===== config.mk =====
export PLATFORM = sky130hd
export DESIGN_NAME = instr_fetch_unit
export DESIGN_NICKNAME = d
export VERILOG_FILES = /design/src/rtl/ifu_pkg.sv /design/src/rtl/ifid_pipe_reg.sv /design/src/rtl/instr_fetch_unit.sv
export SDC_FILE = /design/constraint.sdc
export NUM_CORES = 1
export LEC_CHECK = 0
export ABC_AREA = 1
export BUFFER_PORTS_ARGS = -buffer_cell sky130_fd_sc_hd__buf_2
export CAP_MARGIN = 10
export CELL_PAD_IN_SITES_DETAIL_PLACEMENT = 1
export CELL_PAD_IN_SITES_GLOBAL_PLACEMENT = 1
export CORE_UTILIZATION = 30
export CTS_BUF_LIST = sky130_fd_sc_hd__clkbuf_4
export DETAILED_ROUTE_END_ITERATION = 8
export PLACE_DENSITY = 0.76
export SLEW_MARGIN = 20
export SYNTH_ARGS = -nofsm -noshare
export SYNTH_HDL_FRONTEND = slang
export SYNTH_HIERARCHICAL = 1
export SYNTH_SLANG_ARGS = --single-unit

===== constraint.sdc =====
create_clock -name clk -period 4 [get_ports clk]
set_input_delay 0.8 -clock clk [delete_from_list [all_inputs] [get_ports clk]]
set_output_delay 0.8 -clock clk [all_outputs]
set_load 0.02 [all_outputs]

===== src/rtl/ifu_pkg.sv =====
// ============================================================================
// ifu_pkg : shared widths, constants, state type and PC legality check for the
//           instruction fetch unit.  Rev 1.0
// ============================================================================
`default_nettype none

package ifu_pkg;

  localparam int                ADDR_W    = 8;
  localparam int                INST_W    = 32;
  localparam int unsigned       MEM_BYTES = 128;
  localparam logic [ADDR_W-1:0] RESET_PC  = 8'h00;
  localparam logic [INST_W-1:0] NOP_INST  = 32'h0;

  typedef enum logic {IFU_RUN, IFU_HALT} ifu_state_t;

  // A PC is fetchable when word aligned and a whole word fits below mem_bytes.
  function automatic logic is_legal_pc(input logic [ADDR_W-1:0] pc,
                                       input int unsigned       mem_bytes);
    return (pc[1:0] == 2'b00) && (32'(pc) <= mem_bytes - 32'd4);
  endfunction

endpackage

`default_nettype wire


===== src/rtl/ifid_pipe_reg.sv =====
// ============================================================================
// ifid_pipe_reg : IF/ID pipeline register; bubble beats hold beats load.
//                 Rev 1.0
// ============================================================================
`default_nettype none

module ifid_pipe_reg
  import ifu_pkg::*;
(
  input  logic              clk,
  input  logic              reset,
  input  logic              bubble_i,
  input  logic              hold_i,
  input  logic [INST_W-1:0] inst_i,
  input  logic [ADDR_W-1:0] pc4_i,
  output logic [INST_W-1:0] inst_o,
  output logic [ADDR_W-1:0] pc4_o,
  output logic              valid_o
);

  logic [INST_W-1:0] inst_q, inst_d;
  logic [ADDR_W-1:0] pc4_q, pc4_d;
  logic              valid_q, valid_d;

  // A bubble leaves pc4 untouched; only inst/valid describe the empty slot.
  always_comb begin
    inst_d  = inst_q;
    pc4_d   = pc4_q;
    valid_d = valid_q;
    if (bubble_i) begin
      inst_d  = NOP_INST;
      valid_d = 1'b0;
    end else if (!hold_i) begin
      inst_d  = inst_i;
      pc4_d   = pc4_i;
      valid_d = 1'b1;
    end
  end

  always_ff @(posedge clk) begin
    if (reset) begin
      inst_q  <= NOP_INST;
      pc4_q   <= '0;
      valid_q <= 1'b0;
    end else begin
      inst_q  <= inst_d;
      pc4_q   <= pc4_d;
      valid_q <= valid_d;
    end
  end

  assign inst_o  = inst_q;
  assign pc4_o   = pc4_q;
  assign valid_o = valid_q;

endmodule

`default_nettype wire


===== src/rtl/instr_fetch_unit.sv =====
// ============================================================================
// instr_fetch_unit : PC, next-PC selection, fault halt and IF/ID capture.
//                    Optional macro IFU_PERF_COUNT_EN adds fetch/bubble counters.
//                    Rev 1.0
// ============================================================================
`default_nettype none

module instr_fetch_unit #(
  parameter int unsigned                  MEM_BYTES = ifu_pkg::MEM_BYTES,
  parameter logic [ifu_pkg::ADDR_W-1:0]   RESET_PC  = ifu_pkg::RESET_PC
) (
  input  logic                          clk,
  input  logic                          reset,
  input  logic                          stall,
  input  logic                          flush,
  input  logic                          branch_taken,
  input  logic [ifu_pkg::ADDR_W-1:0]    branch_target,
  input  logic                          jump,
  input  logic [ifu_pkg::ADDR_W-1:0]    jump_target,
  output logic [ifu_pkg::ADDR_W-1:0]    instAddr,
  input  logic [ifu_pkg::INST_W-1:0]    instruction,
  output logic [ifu_pkg::INST_W-1:0]    ifid_inst,
  output logic [ifu_pkg::ADDR_W-1:0]    ifid_pc4,
  output logic                          ifid_valid,
`ifdef IFU_PERF_COUNT_EN
  output logic [15:0]                   fetch_count,
  output logic [15:0]                   bubble_count,
`endif
  output logic                          fetch_fault
);

  import ifu_pkg::*;

  ifu_state_t        state_q, state_d;
  logic [ADDR_W-1:0] pc_q, pc_d;
  logic [ADDR_W-1:0] pc_plus4;
  logic [ADDR_W-1:0] next_pc;
  logic              ifid_bubble;
  logic              ifid_hold;

  assign pc_plus4 = pc_q + ADDR_W'(4);

  // The IF/ID action is decided before the legality check so the current
  // word (or bubble) is still taken on the edge that faults.
  always_comb begin
    state_d     = state_q;
    pc_d        = pc_q;
    next_pc     = pc_q;
    ifid_bubble = 1'b0;
    ifid_hold   = 1'b0;
    case (state_q)
      IFU_RUN: begin
        if (jump || branch_taken) begin
          next_pc     = jump ? jump_target : branch_target;
          ifid_bubble = 1'b1;
        end else if (flush) begin
          next_pc     = pc_plus4;
          ifid_bubble = 1'b1;
        end else if (stall) begin
          ifid_hold   = 1'b1;
        end else begin
          next_pc     = pc_plus4;
        end
        if (is_legal_pc(next_pc, MEM_BYTES)) begin
          pc_d = next_pc;
        end else begin
          state_d = IFU_HALT;
        end
      end
      IFU_HALT: begin
        ifid_bubble = 1'b1;
      end
      default: begin
        state_d = IFU_HALT;
      end
    endcase
  end

  always_ff @(posedge clk) begin
    if (reset) begin
      state_q <= IFU_RUN;
      pc_q    <= RESET_PC;
    end else begin
      state_q <= state_d;
      pc_q    <= pc_d;
    end
  end

  ifid_pipe_reg u_ifid (
    .clk      (clk),
    .reset    (reset),
    .bubble_i (ifid_bubble),
    .hold_i   (ifid_hold),
    .inst_i   (instruction),
    .pc4_i    (pc_plus4),
    .inst_o   (ifid_inst),
    .pc4_o    (ifid_pc4),
    .valid_o  (ifid_valid)
  );

  assign instAddr    = pc_q;
  assign fetch_fault = (state_q == IFU_HALT);

`ifdef IFU_PERF_COUNT_EN
  logic [15:0] fetch_cnt_q;
  logic [15:0] bubble_cnt_q;
  logic        run_fetch;
  logic        run_bubble;

  assign run_fetch  = (state_q == IFU_RUN) && !ifid_bubble && !ifid_hold;
  assign run_bubble = (state_q == IFU_RUN) && (ifid_bubble || ifid_hold);

  always_ff @(posedge clk) begin
    if (reset) begin
      fetch_cnt_q  <= '0;
      bubble_cnt_q <= '0;
    end else begin
      if (run_fetch && (fetch_cnt_q != 16'hFFFF)) begin
        fetch_cnt_q <= fetch_cnt_q + 16'd1;
      end
      if (run_bubble && (bubble_cnt_q != 16'hFFFF)) begin
        bubble_cnt_q <= bubble_cnt_q + 16'd1;
      end
    end
  end

  assign fetch_count  = fetch_cnt_q;
  assign bubble_count = bubble_cnt_q;
`endif

endmodule

`default_nettype wire


* Word level (Yosys, flattened, before mapping) *
Cells that the tools add are included.

operators by class
  muxes and demuxes = 14
  reductions and logical operators = 6
  bitwise gates (word level) = 3
  add/sub/neg operators = 1
  $lt $le $gt $ge = 1

operators with widths
  kind                                                            number
  2-to-1 mux 8 bit                                                5
  adder 8 x 3 -> 8 bit, second input constant                     1
  less-or-equal comparator 8 x 7 -> 1 bit, second input constant  1
  2-to-1 mux 1 bit                                                8
  AND reduction 2 bit                                             2
  inverter 1 bit                                                  3
  logical NOT 2 bit                                               1
  case mux 1 bit (2 select lines)                                 1
  OR reduction 2 bit                                              1
  logical AND 1 bit                                               1
  logical OR 1 bit                                                1

storage, ports and cells
  output and inout bits = 50
  word-level logic and storage cells = 30
  flip-flop bits (word level) = 50
  input port bits = 54

* Depth between registers and ports, before layout *
  word-level depth = 9
  mapped depth = 10

* Modules after synthesis *
The synthesis kept the hierarchy.

modules (own cells, without submodules)
  module            seq. area each (um^2)  instances  cells an instance  area an instance (um^2)
  ifid_pipe_reg     820.8                  1          195                1,594.0
  instr_fetch_unit  180.2                  1          124                723.2

* Least setup slack after synthesis *
No wires, ideal clock.

  kind = input to register
  start = in jump
  end = reg u_ifid.inst_q[10] (netlist: u_ifid/inst_o[10])
  stages = 8
  setup slack = 2.049 ns
  path buffers = 3
  data required time = 3.934 ns
  arrival time = 1.885 ns
  cells stage by stage = buf_6 nor2_4 nand2_1 nor2_1 buf_4 clkbuf_1 nand2_1 a21oi_2

RTL lines
  element                 RTL line                source
  start: declaration      instr_fetch_unit.sv:18  input logic jump,
  logical OR 1 bit        instr_fetch_unit.sv:53  if (jump || branch_taken) begin
  2-to-1 mux 1 bit        instr_fetch_unit.sv:53
  2-to-1 mux 1 bit        instr_fetch_unit.sv:51  case (state_q)
  net ifid_hold           instr_fetch_unit.sv:39  logic ifid_hold;
  end signal: assignment  ifid_pipe_reg.sv:46     inst_q <= inst_d;
  end: declaration        ifid_pipe_reg.sv:21     logic [INST_W-1:0] inst_q, inst_d;

The timed path passes the listed nets, and every way through them passes these cells.
A chain may end at the register's enable or synchronous reset.

* Final worst setup path *
  start = in jump
  end = reg u_ifid.inst_q[22] (netlist: u_ifid/inst_o[22])

The elaborated chain is that of the path after synthesis.

==> run summary <==
CTS root buf = clkbuf_4
max_cap viols = 0
clk sinks = 50
drt pass-1 iters = 4
Req. time, crit path = 4300 ps
crit path DAT = 2310 ps
# fillers = 1,000
# hold bufs at CTS = 0
Syn Nets = 374
area delta synth->final = 25.86%
CTS buffer count = 5
Reg2Reg Launch Point = fetch_fault
I/O pin total = 104
total inserted antenna cells = 0
internal power = 0.6367 mW
ys async rst share = 0
Total Wirelength = 6482 µm
CTS tree = yes
Crit path largest cell delay = 700 ps
Synth Flop Type = dfxtp_1
critical path capture point = u_ifid/inst_o[22]
crit path kind = in2reg
GRT Residual Overflow = 0
initial antenna violation count = 0
Avg Inst Size Synth = 7.264 µm²
routability cong. = 0.8799
Fin. Hold Viols = 0
global-route wire length before repair = 11,140 µm
share of layout cells above drive strength 1 = 0.3654
FF-to-FF setup slack = 2290 ps
Max Transition Viols Final = 0
Finished Layout Cells = 515
clk_skew = 11.84 ps
EDFF count, synth = 0
Final Setup Violations = 0
CP endpoint kind = register
input/output buffers = 103
Sw Pwr = 0.2696 mW
synth unique cells = 26
sequential share of power = 0.578
Vias/cell = 4.439
Routed Antenna Nets = 0
final period utilization = 0.5028
crit path from = jump
CP dominant cell by count = nand2_1
combinational share of power = 0.161
power per cell area = 310.7 nW/µm²
Max Freq = 497.2 MHz
worst skew pair latency = 360 ps
Initial DRC Count = 71
LEAKAGE = 1.463 nW
Synth Cell Area = 2317 µm²
Avg WL per Cell = 12.59 µm
post-synthesis register bit count = 50
height of the die = 89.89 µm
number of global-route vias before repair = 2,363
row cnt = 31
nets@finish = 470
commonest non-fill, non-tap cells in the layout = 118 x nand2_1, 103 x buf_2, 50 x dfxtp_1
Cells after DPL = 507
H-tree depth = 2
largest net degree at the start of global routing = 34
Least-Margin Pin Slew = 979.7 ps
reg2reg end = u_ifid/inst_o[28]
postcts setup bufs = 0
Worst-path clk slew = 150 ps
Worst path slowest cell = inv_1
min-delay worst type = reg2reg
sequential share of the synthesized area = 0.4320
Worst R2R Path Depth = 4
Critical Path, Cell by Cell = buf_2 > nor2_4 > nand2_1 > nor2_2 > inv_1 > nand2_1 > a21oi_2
Initial Util = 0.3144
GRT Total Usage = 0.1664
post-CTS sizing = 0
Clock power frac = 0.261
Period minus WS final = 2011 ps
setup_tns = 0 ps
CP Max Fanout = 33
core area = 7370 µm²
switching share of total power = 0.2975
Die W = 89.89 µm
die area = 8079 µm²
VDD IR max = 0.00009657 V
CP Launch Type = primary input
unrepaired setup endpoints after global routing = false
Clock Path Buffers = 2
# DRC = 0
post-synthesis cell count = 319
placed wire-length estimate = 4816 µm
status = finished clean
Worst slew margin = 0.3469
commonest non-fill, non-tap cell in the layout = nand2_1
Ys Warns = 6
Vias = 2,286
==> worst max-delay path, delay by kind of cell <==
family | cells | cell delay [ps]
buffers and inverters | 2 | 900
AOI/OAI and AO/OA | 1 | 170
and+or+nand+nor | 4 | 420
==> Yosys cell counts, types with 2 or more instances <==
library cell  count  area, µm²
a21oi_1           6      30.03
a21oi_2          30      262.8
a22oi_1           2      15.01
buf_2             5      25.02
buf_4             4      30.03
buf_6             4      45.04
clkbuf_1          2      7.510
dfxtp_1          50       1001
inv_1            28      105.1
nand2_1         118      442.9
nand3_1          14      70.07
nand3_2           2      20.02
nor2_1           38      142.6
nor2_4            3      33.78
o21ai_0           2      10.01
==> per-layer routing <==
metal,routed length (µm),vias up,GRT usage,part of all wire
met4,46,0,0.04435,0.0071
met1,3040,1048,0.2135,0.47
met3,278,4,0.02707,0.043
met2,3117,61,0.2891,0.48
li1,-,1173,-,-
met5,0,-,0,0
==> per-stage QoR <==
step	hold slack, ps	setup WS [ps]	power [mW]	instance area, µm²	utilization
6_report	473.8	1989	0.9063	2917	0.3958
5_1_grt	501.7	1797	0.9665	2917	0.3958
4_1_cts	476.9	1958	0.9223	2917	0.3958
3_5_place_dp	456.9	1577	0.6807	2859	0.3879
3_3_place_gp	441.4	1626	0.6778	2859	0.3879
2_1_floorplan	443.0	2049	0.6241	2317	-
==> registers in the layout, summed over array words and instances, names as in the netlist <==
register	flops
u_ifid/valid_o	1
fetch_fault	1
u_ifid/inst_o	32
instAddr	8
u_ifid/pc4_o	8
==> power by group through the flow <==
stage	combinational (mW)	sequential [mW]	clock [mW]
2_1_floorplan	0.0760	0.548	0
3_3_place_gp	0.144	0.534	0
3_5_place_dp	0.146	0.534	0
4_1_cts	0.147	0.524	0.251
5_1_grt	0.164	0.526	0.276
6_report	0.146	0.524	0.237
==> area by class of cell <==
cell class | count | area (µm²) | share of cell area
clock buffer | 5 | 37.54 | 0.01287
clock inverter | 3 | 20.02 | 0.006864
inverter | 30 | 112.6 | 0.03861
multi-input combinational | 224 | 1099 | 0.3767
sequential | 50 | 1001 | 0.3432
tap | 99 | 123.9 | 0.04247
timing repair buffer | 104 | 523.0 | 0.1793
==> how the worst min path moves through the flow <==
| stage | from | endpoint | slack, ps | depth (start not counted) |
|---|---|---|---|---|
| after floorplan | instAddr[0] | instAddr[0] | 440 | 2 |
| after global placement | u_ifid/inst_o[27] | u_ifid/inst_o[27] | 440 | 2 |
| after detailed placement | u_ifid/inst_o[27] | u_ifid/inst_o[27] | 460 | 2 |
| after CTS | u_ifid/inst_o[27] | u_ifid/inst_o[27] | 480 | 2 |
| after global routing | u_ifid/inst_o[27] | u_ifid/inst_o[27] | 500 | 2 |
| final | u_ifid/inst_o[27] | u_ifid/inst_o[27] | 470 | 2 |
==> kinds of logic (layout without fill, tap and decap cells) <==
kind of cell             after synthesis  in the layout  synth area share
adder cells (fa/ha/maj)                1              1          0.005399
flip-flops                            50             50            0.4320
AO/OA/AOI/OAI                         42             42            0.1431
buffers and inverters                 45            142           0.09503
AND/OR/NAND/NOR                      181            181            0.3245
Power figures use the tool's default switching activity.
